### src/rtl/uart_pkg.sv
// Shared UART types and constants for the receive and transmit controllers.
package uart_pkg;

    typedef enum logic [2:0] {
        IDLE,
        START,
        DATA,
        PARITY,
        STOP,
        BREAK
    } rx_state_e;

    localparam logic UART_IDLE_LEVEL = 1'b1;

endpackage

### src/rtl/uart_rx_ctrl_if.sv
// Byte-side handshake of the UART receiver; parity_err exists only with UART_RX_PARITY_EN.
interface uart_rx_ctrl_if #(
    parameter int DATA_BITS = 8
);

    logic [DATA_BITS-1:0] rx_data;
    logic                 rx_valid;
    logic                 rx_ready;
    logic                 frame_err;
    logic                 overrun;
`ifdef UART_RX_PARITY_EN
    logic                 parity_err;
`endif

    modport master (
        input  rx_ready,
        output rx_data, rx_valid, frame_err, overrun
`ifdef UART_RX_PARITY_EN
        , parity_err
`endif
    );

    modport slave (
        output rx_ready,
        input  rx_data, rx_valid, frame_err, overrun
`ifdef UART_RX_PARITY_EN
        , parity_err
`endif
    );

endinterface

### src/rtl/uart_rx_sync.sv
// Multi-flop synchronizer for the asynchronous serial line; resets to the idle level.
module uart_rx_sync
    import uart_pkg::*;
#(
    parameter int SYNC_STAGES = 3
) (
    input  logic clk,
    input  logic rst,
    input  logic serial,
    output logic line
);

    logic [SYNC_STAGES-1:0] sync_p0;

    always_ff @(posedge clk) begin
        if (rst) begin
            sync_p0 <= {SYNC_STAGES{UART_IDLE_LEVEL}};
        end else begin
            sync_p0 <= {sync_p0[SYNC_STAGES-2:0], serial};
        end
    end

    assign line = sync_p0[SYNC_STAGES-1];

endmodule

### src/rtl/uart_rx_ctrl.sv
// UART receive controller: oversampling FSM, baud/bit counters and a valid/ready holding register.
// Optional parity checking is built when UART_RX_PARITY_EN is defined.
module uart_rx_ctrl
    import uart_pkg::*;
#(
    parameter int CLKS_PER_BIT = 16,
    parameter int DATA_BITS    = 8,
    parameter int SYNC_STAGES  = 3
`ifdef UART_RX_PARITY_EN
    ,
    parameter int PARITY_ODD   = 0
`endif
) (
    input  logic           clk,
    input  logic           rst,
    input  logic           rx_serial,
    uart_rx_ctrl_if.master rx_bus
);

    localparam int HALF   = CLKS_PER_BIT / 2;
    localparam int BAUD_W = $clog2(CLKS_PER_BIT);
    localparam int BIT_W  = $clog2(DATA_BITS);

    localparam logic [BAUD_W-1:0] HALF_TICK = BAUD_W'(HALF - 1);
    localparam logic [BAUD_W-1:0] LAST_TICK = BAUD_W'(CLKS_PER_BIT - 1);
    localparam logic [BIT_W-1:0]  LAST_BIT  = BIT_W'(DATA_BITS - 1);

    logic                 line;
    rx_state_e            state, state_next;
    logic [BAUD_W-1:0]    baud_cnt;
    logic [BIT_W-1:0]     bit_cnt;
    logic [DATA_BITS-1:0] shift;
    logic                 tick, half_tick;
    logic                 data_sample, stop_sample, deliver, frame_bad;

    logic [DATA_BITS-1:0] rx_data_q;
    logic                 rx_valid_q;
    logic                 frame_err_q;
    logic                 overrun_q;

    uart_rx_sync #(
        .SYNC_STAGES(SYNC_STAGES)
    ) u_sync (
        .clk   (clk),
        .rst   (rst),
        .serial(rx_serial),
        .line  (line)
    );

    assign tick        = (baud_cnt == LAST_TICK);
    assign half_tick   = (baud_cnt == HALF_TICK);
    assign data_sample = (state == DATA) && tick;
    assign stop_sample = (state == STOP) && tick;
    assign deliver     = stop_sample && line;
    assign frame_bad   = stop_sample && !line;

    always_ff @(posedge clk) begin
        if (rst) begin
            state <= IDLE;
        end else begin
            state <= state_next;
        end
    end

    always_comb begin
        state_next = state;
        case (state)
            IDLE:    if (!line) state_next = START;
            START:   if (half_tick) state_next = line ? IDLE : DATA;
            DATA: begin
                if (tick && (bit_cnt == LAST_BIT)) begin
`ifdef UART_RX_PARITY_EN
                    state_next = PARITY;
`else
                    state_next = STOP;
`endif
                end
            end
`ifdef UART_RX_PARITY_EN
            PARITY:  if (tick) state_next = STOP;
`endif
            STOP:    if (tick) state_next = line ? IDLE : BREAK;
            BREAK:   if (line) state_next = IDLE;
            default: state_next = IDLE;
        endcase
    end

    // Sampling stage: baud/bit counters and the LSB-first shift register
    always_ff @(posedge clk) begin
        if (rst) begin
            baud_cnt <= '0;
            bit_cnt  <= '0;
            shift    <= '0;
        end else begin
            if ((state_next != state) || (state == IDLE) || tick) begin
                baud_cnt <= '0;
            end else begin
                baud_cnt <= baud_cnt + BAUD_W'(1);
            end

            if ((state == START) && (state_next == DATA)) begin
                bit_cnt <= '0;
            end else if (data_sample && (bit_cnt != LAST_BIT)) begin
                bit_cnt <= bit_cnt + BIT_W'(1);
            end

            if (data_sample) begin
                shift[bit_cnt] <= line;
            end
        end
    end

`ifdef UART_RX_PARITY_EN
    logic parity_bad;
    logic parity_err_q;

    always_ff @(posedge clk) begin
        if (rst) begin
            parity_bad   <= 1'b0;
            parity_err_q <= 1'b0;
        end else begin
            if ((state == PARITY) && tick) begin
                parity_bad <= ((^shift) ^ line) != (PARITY_ODD != 0);
            end
            parity_err_q <= deliver && parity_bad;
        end
    end

    assign rx_bus.parity_err = parity_err_q;
`endif

    // Delivery stage: holding register and one-cycle status pulses
    always_ff @(posedge clk) begin
        if (rst) begin
            rx_data_q   <= '0;
            rx_valid_q  <= 1'b0;
            frame_err_q <= 1'b0;
            overrun_q   <= 1'b0;
        end else begin
            frame_err_q <= frame_bad;
            overrun_q   <= 1'b0;
            if (deliver && (!rx_valid_q || rx_bus.rx_ready)) begin
                rx_data_q  <= shift;
                rx_valid_q <= 1'b1;
            end else if (deliver) begin
                overrun_q <= 1'b1;
            end else if (rx_valid_q && rx_bus.rx_ready) begin
                rx_valid_q <= 1'b0;
            end
        end
    end

    assign rx_bus.rx_data   = rx_data_q;
    assign rx_bus.rx_valid  = rx_valid_q;
    assign rx_bus.frame_err = frame_err_q;
    assign rx_bus.overrun   = overrun_q;

endmodule

### src/flat_wrapper.sv
// flat-port wrapper written by rule: the top's interface ports become plain ports
module uart_rx_ctrl_flat import uart_pkg::*;
#(
    parameter int CLKS_PER_BIT = 16,
    parameter int DATA_BITS    = 8,
    parameter int SYNC_STAGES  = 3

)
  (clk, rst, rx_serial, rx_bus_rx_ready, rx_bus_rx_data, rx_bus_rx_valid, rx_bus_frame_err, rx_bus_overrun);
  uart_rx_ctrl_if #(.DATA_BITS(DATA_BITS)) rx_bus_i ();
  input  logic clk;
  input  logic rst;
  input  logic rx_serial;
  input wire logic [$bits(rx_bus_i.rx_ready)-1:0] rx_bus_rx_ready;
  output wire logic [$bits(rx_bus_i.rx_data)-1:0] rx_bus_rx_data;
  output wire logic [$bits(rx_bus_i.rx_valid)-1:0] rx_bus_rx_valid;
  output wire logic [$bits(rx_bus_i.frame_err)-1:0] rx_bus_frame_err;
  output wire logic [$bits(rx_bus_i.overrun)-1:0] rx_bus_overrun;
  assign rx_bus_i.rx_ready = rx_bus_rx_ready;
  assign rx_bus_rx_data = rx_bus_i.rx_data;
  assign rx_bus_rx_valid = rx_bus_i.rx_valid;
  assign rx_bus_frame_err = rx_bus_i.frame_err;
  assign rx_bus_overrun = rx_bus_i.overrun;
  uart_rx_ctrl #(.CLKS_PER_BIT(CLKS_PER_BIT), .DATA_BITS(DATA_BITS), .SYNC_STAGES(SYNC_STAGES)) u_core (.clk(clk), .rst(rst), .rx_serial(rx_serial), .rx_bus(rx_bus_i));
endmodule
### config.mk
export PLATFORM = sky130hd
export DESIGN_NAME = uart_rx_ctrl_flat
export DESIGN_NICKNAME = d
export VERILOG_FILES = /design/src/rtl/uart_pkg.sv /design/src/rtl/uart_rx_ctrl_if.sv /design/src/rtl/uart_rx_sync.sv /design/src/rtl/uart_rx_ctrl.sv /design/src/flat_wrapper.sv
export SDC_FILE = /design/constraint.sdc
export NUM_CORES = 1
export LEC_CHECK = 0
export BUFFER_PORTS_ARGS = -buffer_cell sky130_fd_sc_hd__buf_2
export CAP_MARGIN = 20
export CORE_ASPECT_RATIO = 1.2
export CORE_UTILIZATION = 28
export DETAILED_ROUTE_END_ITERATION = 7
export SLEW_MARGIN = 20
export SYNTH_ARGS = -nofsm -noshare
export SYNTH_HDL_FRONTEND = slang
export SYNTH_SLANG_ARGS = --single-unit
### constraint.sdc
create_clock -name clk -period 3.9 [get_ports clk]
set_input_delay 0.585 -clock clk [delete_from_list [all_inputs] [get_ports clk]]
set_output_delay 0.585 -clock clk [all_outputs]
set_load 0.02 [all_outputs]
==> results.json <==
{
  "timing_max_transition_violations_final": 0,
  "rsz0062_at_grt": "false",
  "antenna_found_initial": 0,
  "fin_nets": 164,
  "cp_cell_sequence": "ha_1 -> and3_1 -> nand3_1 -> mux2i_1",
  "crit_buf_inv": 0,
  "reg2reg_depth": 4,
  "cts-hold-fix-buffers": 0,
  "grt_usage_pct": 11.7,
  "vias": 1061,
  "hp-start": "u_core.u_sync.sync_p0[1]",
  "fin_crit_ps": 1850,
  "cts.sinks": 32,
  "synth_cell_type_count": 38,
  "tightest_slew_ps": 582,
  "rrSetupSlack_ps": 2050,
  "arrival_ps": 2010,
  "max_freq_ghz": 0.541,
  "holdCritPathClass": "flip-flop to flip-flop",
  "status": "completed",
  "grt_max_degree": 22,
  "startpoint": "u_core.baud_cnt[0]",
  "cts.repair.resized": 0,
  "die_y_um": 81.1,
  "cts-root-buf": "clkbuf_8",
  "rows": 28,
  "layout-drive-gt1-share_pct": 20.4,
  "ys_seq_elements": 32,
  "fin_tns_setup_ps": 0,
  "cts_buffers": 5,
  "syn_area_per_cell_um2": 10.1,
  "start_kind": "flip-flop",
  "drtIter0Drc": 50,
  "grt_pass1_vias": 1042,
  "dpl_cell_area_mm2": 0.00152,
  "avgRoutedWirePerCell_um": 11.6,
  "end_kind": "flip-flop",
  "gp_congestion": 0.725,
  "wirelength_um": 2510,
  "synthToLayoutAreaGrowth_pct": 10.7,
  "synth_top_area_cell": "dfxtp_1",
  "insertion_delay_ps": 280,
  "synth_nets": 152,
  "netlist_area_mm2": 0.00146,
  "power_density_mw_per_mm2": 381,
  "hpwl_um": 1730,
  "clock_skew_ps": 4.43,
  "cpMaxStageDelayCell": "and3_1",
  "worstReg2RegStart": "u_core.baud_cnt[0]",
  "final.period_utilization_pct": 47.4,
  "ys_seq_area_share_pct": 43.9,
  "rr_endpoint": "u_core.rx_bus.rx_data[3]",
  "drv_cap": 0,
  "avgViaCountPerCell": 4.89,
  "cts_setup_buffers": 0,
  "yosysTopAreaCellShare_pct": 43.9,
  "antenna_cells": 0,
  "drcViolationCount": 0,
  "crit_end": "u_core.rx_bus.rx_data[3]",
  "io_buffers": 14,
  "htree_num_levels": 2,
  "relSlewSlack_pct": 60.7,
  "yosysWarnings": 0,
  "start_util_pct": 29.4,
  "path_class": "flip-flop to flip-flop",
  "grt_pass1_wl_um": 4660,
  "final_area_mm2": 0.00162,
  "crit_path_max_incr_delay_ps": 540,
  "setup_viol": 0,
  "leakage_nw": 0.677,
  "design.die.area_mm2": 0.00551,
  "core_area_mm2": 0.00497,
  "cts_max_path_buffers": 2,
  "synthCells": 145,
  "ir_drop_v": 0.000179,
  "ys_top_cells_by_area": "dfxtp_1, mux2i_1, nand2_1",
  "die_w_um": 67.9,
  "finalHoldViolations": 0,
  "firstDrtPassIters": 4,
  "path_delay_family": "simple AND/OR/NAND/NOR gates",
  "required_ps": 4060,
  "io_pins": 15,
  "cts_tree": "yes",
  "worst-path-stages": 4,
  "clkTransAtPathRegs_ps": 60,
  "crit_fanout": 17,
  "grt.overflow.total": 0,
  "ant_nets": 0
}
-- flip-flops by register name, indices dropped and copies added (netlist names) --
register and flops:
u_core.rx_bus.rx_data 8, u_core.shift 8, u_core.rx_bus.frame_err 1, u_core.baud_cnt 4, u_core.bit_cnt 3, u_core.u_sync.sync_p0 3
u_core.state 3, u_core.rx_bus.overrun 1, u_core.rx_bus.rx_valid 1
-- Yosys cell counts --
library cell / instances
inv_1: 2
buf_2: 2
nand3b_1: 1
nand3_1: 11
o41ai_1: 1
xnor2_1: 1
a21oi_1: 5
a221o_2: 1
o21ai_0: 3
buf_4: 1
nor2_1: 4
or2_2: 3
xor2_1: 1
dfxtp_1: 32
nor2b_1: 3
nor4_4: 1
nor4_1: 4
a211oi_1: 1
ha_1: 3
nor4b_2: 1
nor4b_1: 1
a31o_2: 1
nor3_1: 1
nor3b_2: 1
or4_1: 1
nand4bb_1: 1
and3_1: 2
nand2b_1: 2
mux2i_1: 16
o31ai_1: 3
o21a_1: 1
nand4_1: 5
and4bb_2: 1
nand2_1: 19
or3b_4: 1
buf_6: 6
and4_1: 1
nor4b_4: 1
-- cells in the final DEF (no fill, tap or decap), types with 2 or more instances in the layout --
master / count
o21ai_0: 3
ha_1: 3
buf_2: 14
nand2b_1: 2
nand3_1: 11
nor4_1: 4
o31ai_1: 3
mux2i_1: 16
inv_1: 2
a21oi_1: 5
clkbuf_8: 7
nand2_1: 19
nor2_1: 4
dfxtp_1: 32
nand4_1: 5
or2_2: 3
and3_1: 2
nor2b_1: 3
-- stage by stage --
stage               std cells  total power [mW]  hold WS [ps]  setup WS [ps]  utilization (%)
finish                    217             0.616           411           2050             32.5
global route              217             0.643           425           1840             32.5
CTS                       217             0.625           414           2060             32.5
detailed placement        210             0.352           400           1900             30.6
global placement          210             0.352           394           1910             30.6
floorplan                 145             0.349           389           2440                -
-- area by class of cell --
type                       instances  area, um2
sequential                        32        641
inverter                           2       7.51
fill                             528       3360
tap                               60       75.1
clock buffer                       7       96.3
multi-input combinational        102        727
timing repair buffer              14       70.1
-- layer usage --
metal	track usage, %	vias to the layer above	wire [um]
li1	-	547	-
met1	14.5	489	1230
met2	16.3	18	1080
met3	3.65	7	114
met4	9.17	0	86
met5	0	-	0
-- cells by family (layout without fill, tap and decap cells) --
group | after synthesis | in the layout | synth area share, %
and+or+nand+nor | 65 | 65 | 27.8
DFF | 32 | 32 | 43.9
AOI/OAI and AO/OA | 16 | 16 | 7.28
muxes | 16 | 16 | 11.0
buffers and inverters | 11 | 23 | 6.34
adders and majority gates | 3 | 3 | 2.57
xor gates and xnor gates | 2 | 2 | 1.20
-- where the power goes --
group          internal (mW)  switching [mW]
logic                0.00450         0.00871
registers              0.329         0.00235
clock network          0.157           0.115
-- how the worst min path moves through the flow --
stage,endpoint,slack [ps],depth (start not counted)
2_1_floorplan,u_core.u_sync.sync_p0[1],390,1
3_3_place_gp,u_core.u_sync.sync_p0[1],390,1
3_5_place_dp,u_core.u_sync.sync_p0[2],400,1
4_1_cts,u_core.u_sync.sync_p0[2],410,1
5_1_grt,u_core.u_sync.sync_p0[2],420,1
6_report,u_core.u_sync.sync_p0[2],410,1
No activity file was read; power rests on OpenSTA's default activity.
